$ cat src/rtl/muldiv_sequencer.sv
// Purpose : sequential HI/LO multiply/divide unit (MULT, DIV, DIVU) with MFHI/MFLO read port.
// Latency : MULT busy MultCycles cycles, DIV/DIVU busy 33 cycles, divide-by-zero busy 1 cycle.
// Backpr. : Stall = Busy & (ReadReq | Start [| WriteReq]); held requests are honoured on the first IDLE cycle.
//
// Ports:
//   Clock, Reset     - rising-edge clock, asynchronous active-high reset
//   Start, Op, A, B  - launch request; Op 00 MULT, 01 DIV, 10 DIVU, 11 ignored; operands latched on accept
//   ReadReq, ReadSel - MFHI/MFLO request, ReadSel 1 = HI, 0 = LO
//   ReadData         - combinational view of HI or LO (pre-operation values while Busy)
//   Busy, Stall      - unit not idle / pipeline freeze request
//   DivZero          - one-cycle pulse when a divide by zero completes
//   WriteReq, WriteSel, WriteData - MTHI/MTLO port, present only when MULDIV_MTHI_EN is defined
module muldiv_sequencer #(
  parameter int MultCycles = 4
) (
  input  logic        Clock,
  input  logic        Reset,
  input  logic        Start,
  input  logic [1:0]  Op,
  input  logic [31:0] A,
  input  logic [31:0] B,
  input  logic        ReadReq,
  input  logic        ReadSel,
`ifdef MULDIV_MTHI_EN
  input  logic        WriteReq,
  input  logic        WriteSel,
  input  logic [31:0] WriteData,
`endif
  output logic [31:0] ReadData,
  output logic        Busy,
  output logic        Stall,
  output logic        DivZero
);

  typedef enum logic [1:0] {S_IDLE, S_MUL, S_DIV, S_FIX} state_t;

  localparam logic [1:0] OP_MULT = 2'b00;
  localparam logic [1:0] OP_DIV  = 2'b01;
  localparam logic [1:0] OP_RSVD = 2'b11;
  localparam logic [4:0] MulLast = 5'(MultCycles - 1);

  state_t      state_q, state_d;
  logic [4:0]  cnt_q, cnt_d;
  logic [1:0]  op_q, op_d;
  logic [31:0] a_q, a_d;
  logic [31:0] b_q, b_d;
  logic [31:0] hi_q, hi_d;
  logic [31:0] lo_q, lo_d;
  logic [31:0] rem_q, rem_d;      // partial remainder
  logic [31:0] quo_q, quo_d;      // dividend shifting out, quotient shifting in
  logic [31:0] dvs_q, dvs_d;      // divisor (magnitude for DIV)
  logic        dz_q, dz_d;        // current divide has a zero divisor
  logic        div_zero_q, div_zero_d;

  logic        accept;
  logic [31:0] a_mag, b_mag;
  logic [63:0] prod;
  logic [32:0] rem_sh;
  logic        sub_ok;

  assign accept = Start && (state_q == S_IDLE) && (Op != OP_RSVD);

  // DIV works on magnitudes; DIVU passes raw operands through.
  assign a_mag = ((Op == OP_DIV) && A[31]) ? (-A) : A;
  assign b_mag = ((Op == OP_DIV) && B[31]) ? (-B) : B;

  assign prod = $signed({{32{a_q[31]}}, a_q}) * $signed({{32{b_q[31]}}, b_q});

  // Restoring step: remainder always stays below the divisor, so when the
  // trial subtraction succeeds the 32-bit modular difference is exact.
  assign rem_sh = {rem_q, quo_q[31]};
  assign sub_ok = (rem_sh >= {1'b0, dvs_q});

  always_comb begin
    state_d    = state_q;
    cnt_d      = cnt_q;
    op_d       = op_q;
    a_d        = a_q;
    b_d        = b_q;
    hi_d       = hi_q;
    lo_d       = lo_q;
    rem_d      = rem_q;
    quo_d      = quo_q;
    dvs_d      = dvs_q;
    dz_d       = dz_q;
    div_zero_d = 1'b0;

    case (state_q)
      S_IDLE: begin
`ifdef MULDIV_MTHI_EN
        if (WriteReq) begin
          if (WriteSel) hi_d = WriteData;
          else          lo_d = WriteData;
        end
`endif
        if (accept) begin
          op_d    = Op;
          a_d     = A;
          b_d     = B;
          cnt_d   = 5'd0;
          rem_d   = 32'd0;
          quo_d   = a_mag;
          dvs_d   = b_mag;
          dz_d    = (Op != OP_MULT) && (B == 32'd0);
          state_d = (Op == OP_MULT) ? S_MUL : S_DIV;
        end
      end

      S_MUL: begin
        if (cnt_q == MulLast) begin
          hi_d    = prod[63:32];
          lo_d    = prod[31:0];
          state_d = S_IDLE;
        end else begin
          cnt_d = cnt_q + 5'd1;
        end
      end

      S_DIV: begin
        if (dz_q) begin
          // Zero divisor: single busy cycle, no iteration.
          hi_d       = a_q;
          lo_d       = 32'hFFFF_FFFF;
          div_zero_d = 1'b1;
          state_d    = S_IDLE;
        end else begin
          rem_d = sub_ok ? (rem_sh[31:0] - dvs_q) : rem_sh[31:0];
          quo_d = {quo_q[30:0], sub_ok};
          if (cnt_q == 5'd31) begin
            state_d = S_FIX;
          end else begin
            cnt_d = cnt_q + 5'd1;
          end
        end
      end

      S_FIX: begin
        // Quotient sign follows operand sign mismatch, remainder follows dividend.
        lo_d    = ((op_q == OP_DIV) && (a_q[31] ^ b_q[31])) ? (-quo_q) : quo_q;
        hi_d    = ((op_q == OP_DIV) && a_q[31]) ? (-rem_q) : rem_q;
        state_d = S_IDLE;
      end

      default: state_d = S_IDLE;
    endcase
  end

  always_ff @(posedge Clock or posedge Reset) begin
    if (Reset) begin
      state_q    <= S_IDLE;
      cnt_q      <= 5'd0;
      op_q       <= 2'b00;
      a_q        <= 32'd0;
      b_q        <= 32'd0;
      hi_q       <= 32'd0;
      lo_q       <= 32'd0;
      rem_q      <= 32'd0;
      quo_q      <= 32'd0;
      dvs_q      <= 32'd0;
      dz_q       <= 1'b0;
      div_zero_q <= 1'b0;
    end else begin
      state_q    <= state_d;
      cnt_q      <= cnt_d;
      op_q       <= op_d;
      a_q        <= a_d;
      b_q        <= b_d;
      hi_q       <= hi_d;
      lo_q       <= lo_d;
      rem_q      <= rem_d;
      quo_q      <= quo_d;
      dvs_q      <= dvs_d;
      dz_q       <= dz_d;
      div_zero_q <= div_zero_d;
    end
  end

  assign Busy     = (state_q != S_IDLE);
  assign DivZero  = div_zero_q;
  assign ReadData = ReadSel ? hi_q : lo_q;
`ifdef MULDIV_MTHI_EN
  assign Stall    = Busy && (ReadReq || Start || WriteReq);
`else
  assign Stall    = Busy && (ReadReq || Start);
`endif

endmodule

$ cat config.mk
export PLATFORM = sky130hd
export DESIGN_NAME = muldiv_sequencer
export DESIGN_NICKNAME = d
export VERILOG_FILES = /design/src/rtl/muldiv_sequencer.sv
export SDC_FILE = /design/constraint.sdc
export NUM_CORES = 2
export LEC_CHECK = 0
export ABC_AREA = 0
export CORE_MARGIN = 2
export CORE_UTILIZATION = 23
export DETAILED_ROUTE_END_ITERATION = 8
export HOLD_SLACK_MARGIN = 0.06
export PLACE_DENSITY = 0.44
export REMOVE_ABC_BUFFERS = 1
export SETUP_SLACK_MARGIN = 0.4
export SYNTH_ARGS = -nofsm -noshare
export SYNTH_HDL_FRONTEND = slang
export SYNTH_SLANG_ARGS = --single-unit
$ cat constraint.sdc
create_clock -name Clock -period 15.62 [get_ports Clock]
set_clock_uncertainty 0.15 [all_clocks]
set_input_delay 3.124 -clock Clock [delete_from_list [all_inputs] [get_ports Clock]]
set_output_delay 3.124 -clock Clock [all_outputs]
set_load 0.1 [all_outputs]
==> out/results.ini <==
[setup_path]
criticalPathCategory=reg -> reg
start_kind=flip-flop
arrival_ns=9.57
crit_fanout=31
endpoint_kind=flip-flop
crit_required_ns=15.98

[synthesis]
synthCells=5603
async_reset_ff_share_pct=100
synth_ff_type=dfrtp_1
synth_edf_count=0
synth.cell_area_sq_mm=0.0504
yosysSeqAreaShare_pct=11.6
ys_ff_latch=234
ys_warn_count=0
avgSynthCellArea_sq_um=9.00
synth.distinct_cells=78

[timing]
hold_ws_ns=0.324
period_share_pct=59.0
timing.fmax_mhz=109
finalCriticalPeriod_ns=9.21
setup_viol=0
rsz0062_at_grt=no
hold_viol=0
fin_tns_setup_ns=0
relSlewSlack_pct=22.7
worst_pin_slew_ns=1.16
drv_slew=0

[cts]
tritoncts=yes
insertion_delay_ns=0.60
cts.clk_slew.worst_paths_ns=0.07
root_buffer=clkbuf_16
cts.repair.resized=0
cts_hold_buf=0
cts_buffers=29
clock-sinks=234
post_cts_buffers=0
cts_max_level=1
clockBufferDepth=3

[route]
vias=37300
dr.pass1.iters=5
routed.top_layer=met5
wl_microns=166000
drc=0
drt_iter0_drc=2347
wl_met1_microns=76000
wl_per_cell_microns=19.7
wl_met3_microns=6720
drt.antenna.violating_nets=0
wl_met2_microns=78800
vias_per_cell=4.44

[finish]
drive_gt1_share_pct=3.80
syn_to_final_growth_pct=10.5
nFillCells=23400
fin_area_sq_mm=0.0557
final_cell_mix=fa_1 (1,083), inv_1 (1,001), nand2_1 (864), and2_1 (528), a21oi_1 (233)
fin_nets=6914
final_cells=8416
layout_commonest_cell=fa_1

[placed_design]
dpl_cell_area_sq_mm=0.0547
port_buffers=105
placedCellCount=8355
place.gp.congestion=0.879
dp_hpwl_microns=132000

[floorplan]
die_h_microns=472
dieArea_sq_mm=0.223
io-pin-count=106
start_util_pct=23.2
core-area_sq_mm=0.218
die_x_microns=472
fp-row-count=171

[global_routing]
grt_start_max_net_pins=149
gr-total-overflow=0
grt_first_pass_wirelength_microns=260000
first_global_vias=40400
antenna_found_initial=12
track_usage_pct=15.2

[worst_hold_path]
min_path_type=reg -> reg

[run]
cap_violations=0

[status]
status=completed

==> layout make-up <==
class | count | area, sq um | area share, %
Clock buffer | 43 | 848 | 1.52
Clock inverter | 10 | 136 | 0.245
Inverter | 1003 | 3770 | 6.77
Sequential cell | 234 | 5870 | 10.5
Timing Repair Buffer | 190 | 1700 | 3.05
Multi-Input combinational cell | 4074 | 39800 | 71.4
Tap cell | 2854 | 3570 | 6.41
Antenna cell | 8 | 20.0 | 0.0359
==> worst max-delay path: stages, from the launching register on <==
cell	delay (ns)
dfrtp_1	0.66
buf_4	0.52
and2_1	0.23
fa_1	0.44
fa_1	0.55
inv_1	0.08
fa_1	0.52
fa_1	0.53
inv_1	0.06
fa_1	0.56
fa_1	0.43
fa_1	0.56
inv_1	0.09
fa_1	0.49
inv_1	0.05
ha_1	0.36
a21oi_1	0.33
o21ai_0	0.14
a21o_1	0.19
a21o_1	0.16
a221oi_1	0.62
a21oi_1	0.30
o41ai_2	0.38
nor3b_1	0.12
or4_1	0.41
a31oi_1	0.15
==> logic make-up (layout without fill, tap and decap cells) <==
logic type	count (synthesis)	count (layout)	synth area share (%)
other	0	8	0
DFF	234	234	11.6
xor gates and xnor gates	195	195	3.39
buffers and inverters	1295	1246	9.65
and+or+nand+nor	1835	1835	17.5
muxes	39	39	0.853
AOI/OAI and AO/OA	694	694	8.41
adders and majority gates	1311	1311	48.6
==> synthesized netlist by cell type, types with 20 or more instances <==
library cell	number	area share [%]
mux2_2	32	0.71
a221oi_1	23	0.40
o21ai_0	197	2.0
nand3_1	26	0.26
a21oi_1	234	2.3
clkbuf_1	279	2.1
and3_1	20	0.25
and2_1	528	6.5
xnor2_1	105	1.8
a21o_1	53	0.79
inv_1	1002	7.5
a31oi_1	30	0.37
ha_1	228	5.7
fa_1	1083	43
dfrtp_1	234	12
nor3_1	38	0.38
nor2_1	225	1.7
nand2_1	864	6.4
xor2_1	90	1.6
nand2b_1	20	0.25
==> final timing paths <==
| kind | endpoint | slack (ns) | start | cells past startpoint |
|---|---|---|---|---|
| max in group asynchronous | quo_q[21] | 10.94 | Reset | 3 |
| min in group asynchronous | dvs_q[11] | 2.93 | Reset | 2 |
| setup / recovery | hi_q[24] | 6.41 | a_q[21] | 25 |
| setup reg to reg | hi_q[24] | 6.41 | a_q[21] | 25 |
| hold / removal | b_q[27] | 0.32 | b_q[27] | 2 |
| hold reg to reg | b_q[27] | 0.32 | b_q[27] | 2 |
==> flip-flops by register name (all words and copies together) (netlist names) <==
name / flops
b_q: 32
DivZero: 1
dvs_q: 31
a_q: 32
rem_q: 32
hi_q: 32
state_q: 2
cnt_q: 5
lo_q: 32
op_q: 2
dz_q: 1
quo_q: 32
==> through the flow <==
| step | setup WS, ns | utilization, % |
|---|---|---|
| global placement | 6.49 | 25.1 |
| CTS | 6.49 | 25.6 |
| finish | 6.41 | 25.6 |
| global route | 6.20 | 25.6 |
| detailed placement | 6.55 | 25.1 |
| floorplan | 5.93 | - |
==> layer usage <==
| layer | track usage [%] | up-vias |
|---|---|---|
| met4 | 3.41 | 4 |
| met5 | 0 | - |
| met1 | 21.2 | 19500 |
| met3 | 1.31 | 118 |
| li1 | - | 16900 |
| met2 | 25.3 | 790 |
Power is left out: the tool's default activity adds up to more than one toggle a clock period on the data nets, which glitch-free logic cannot reach.
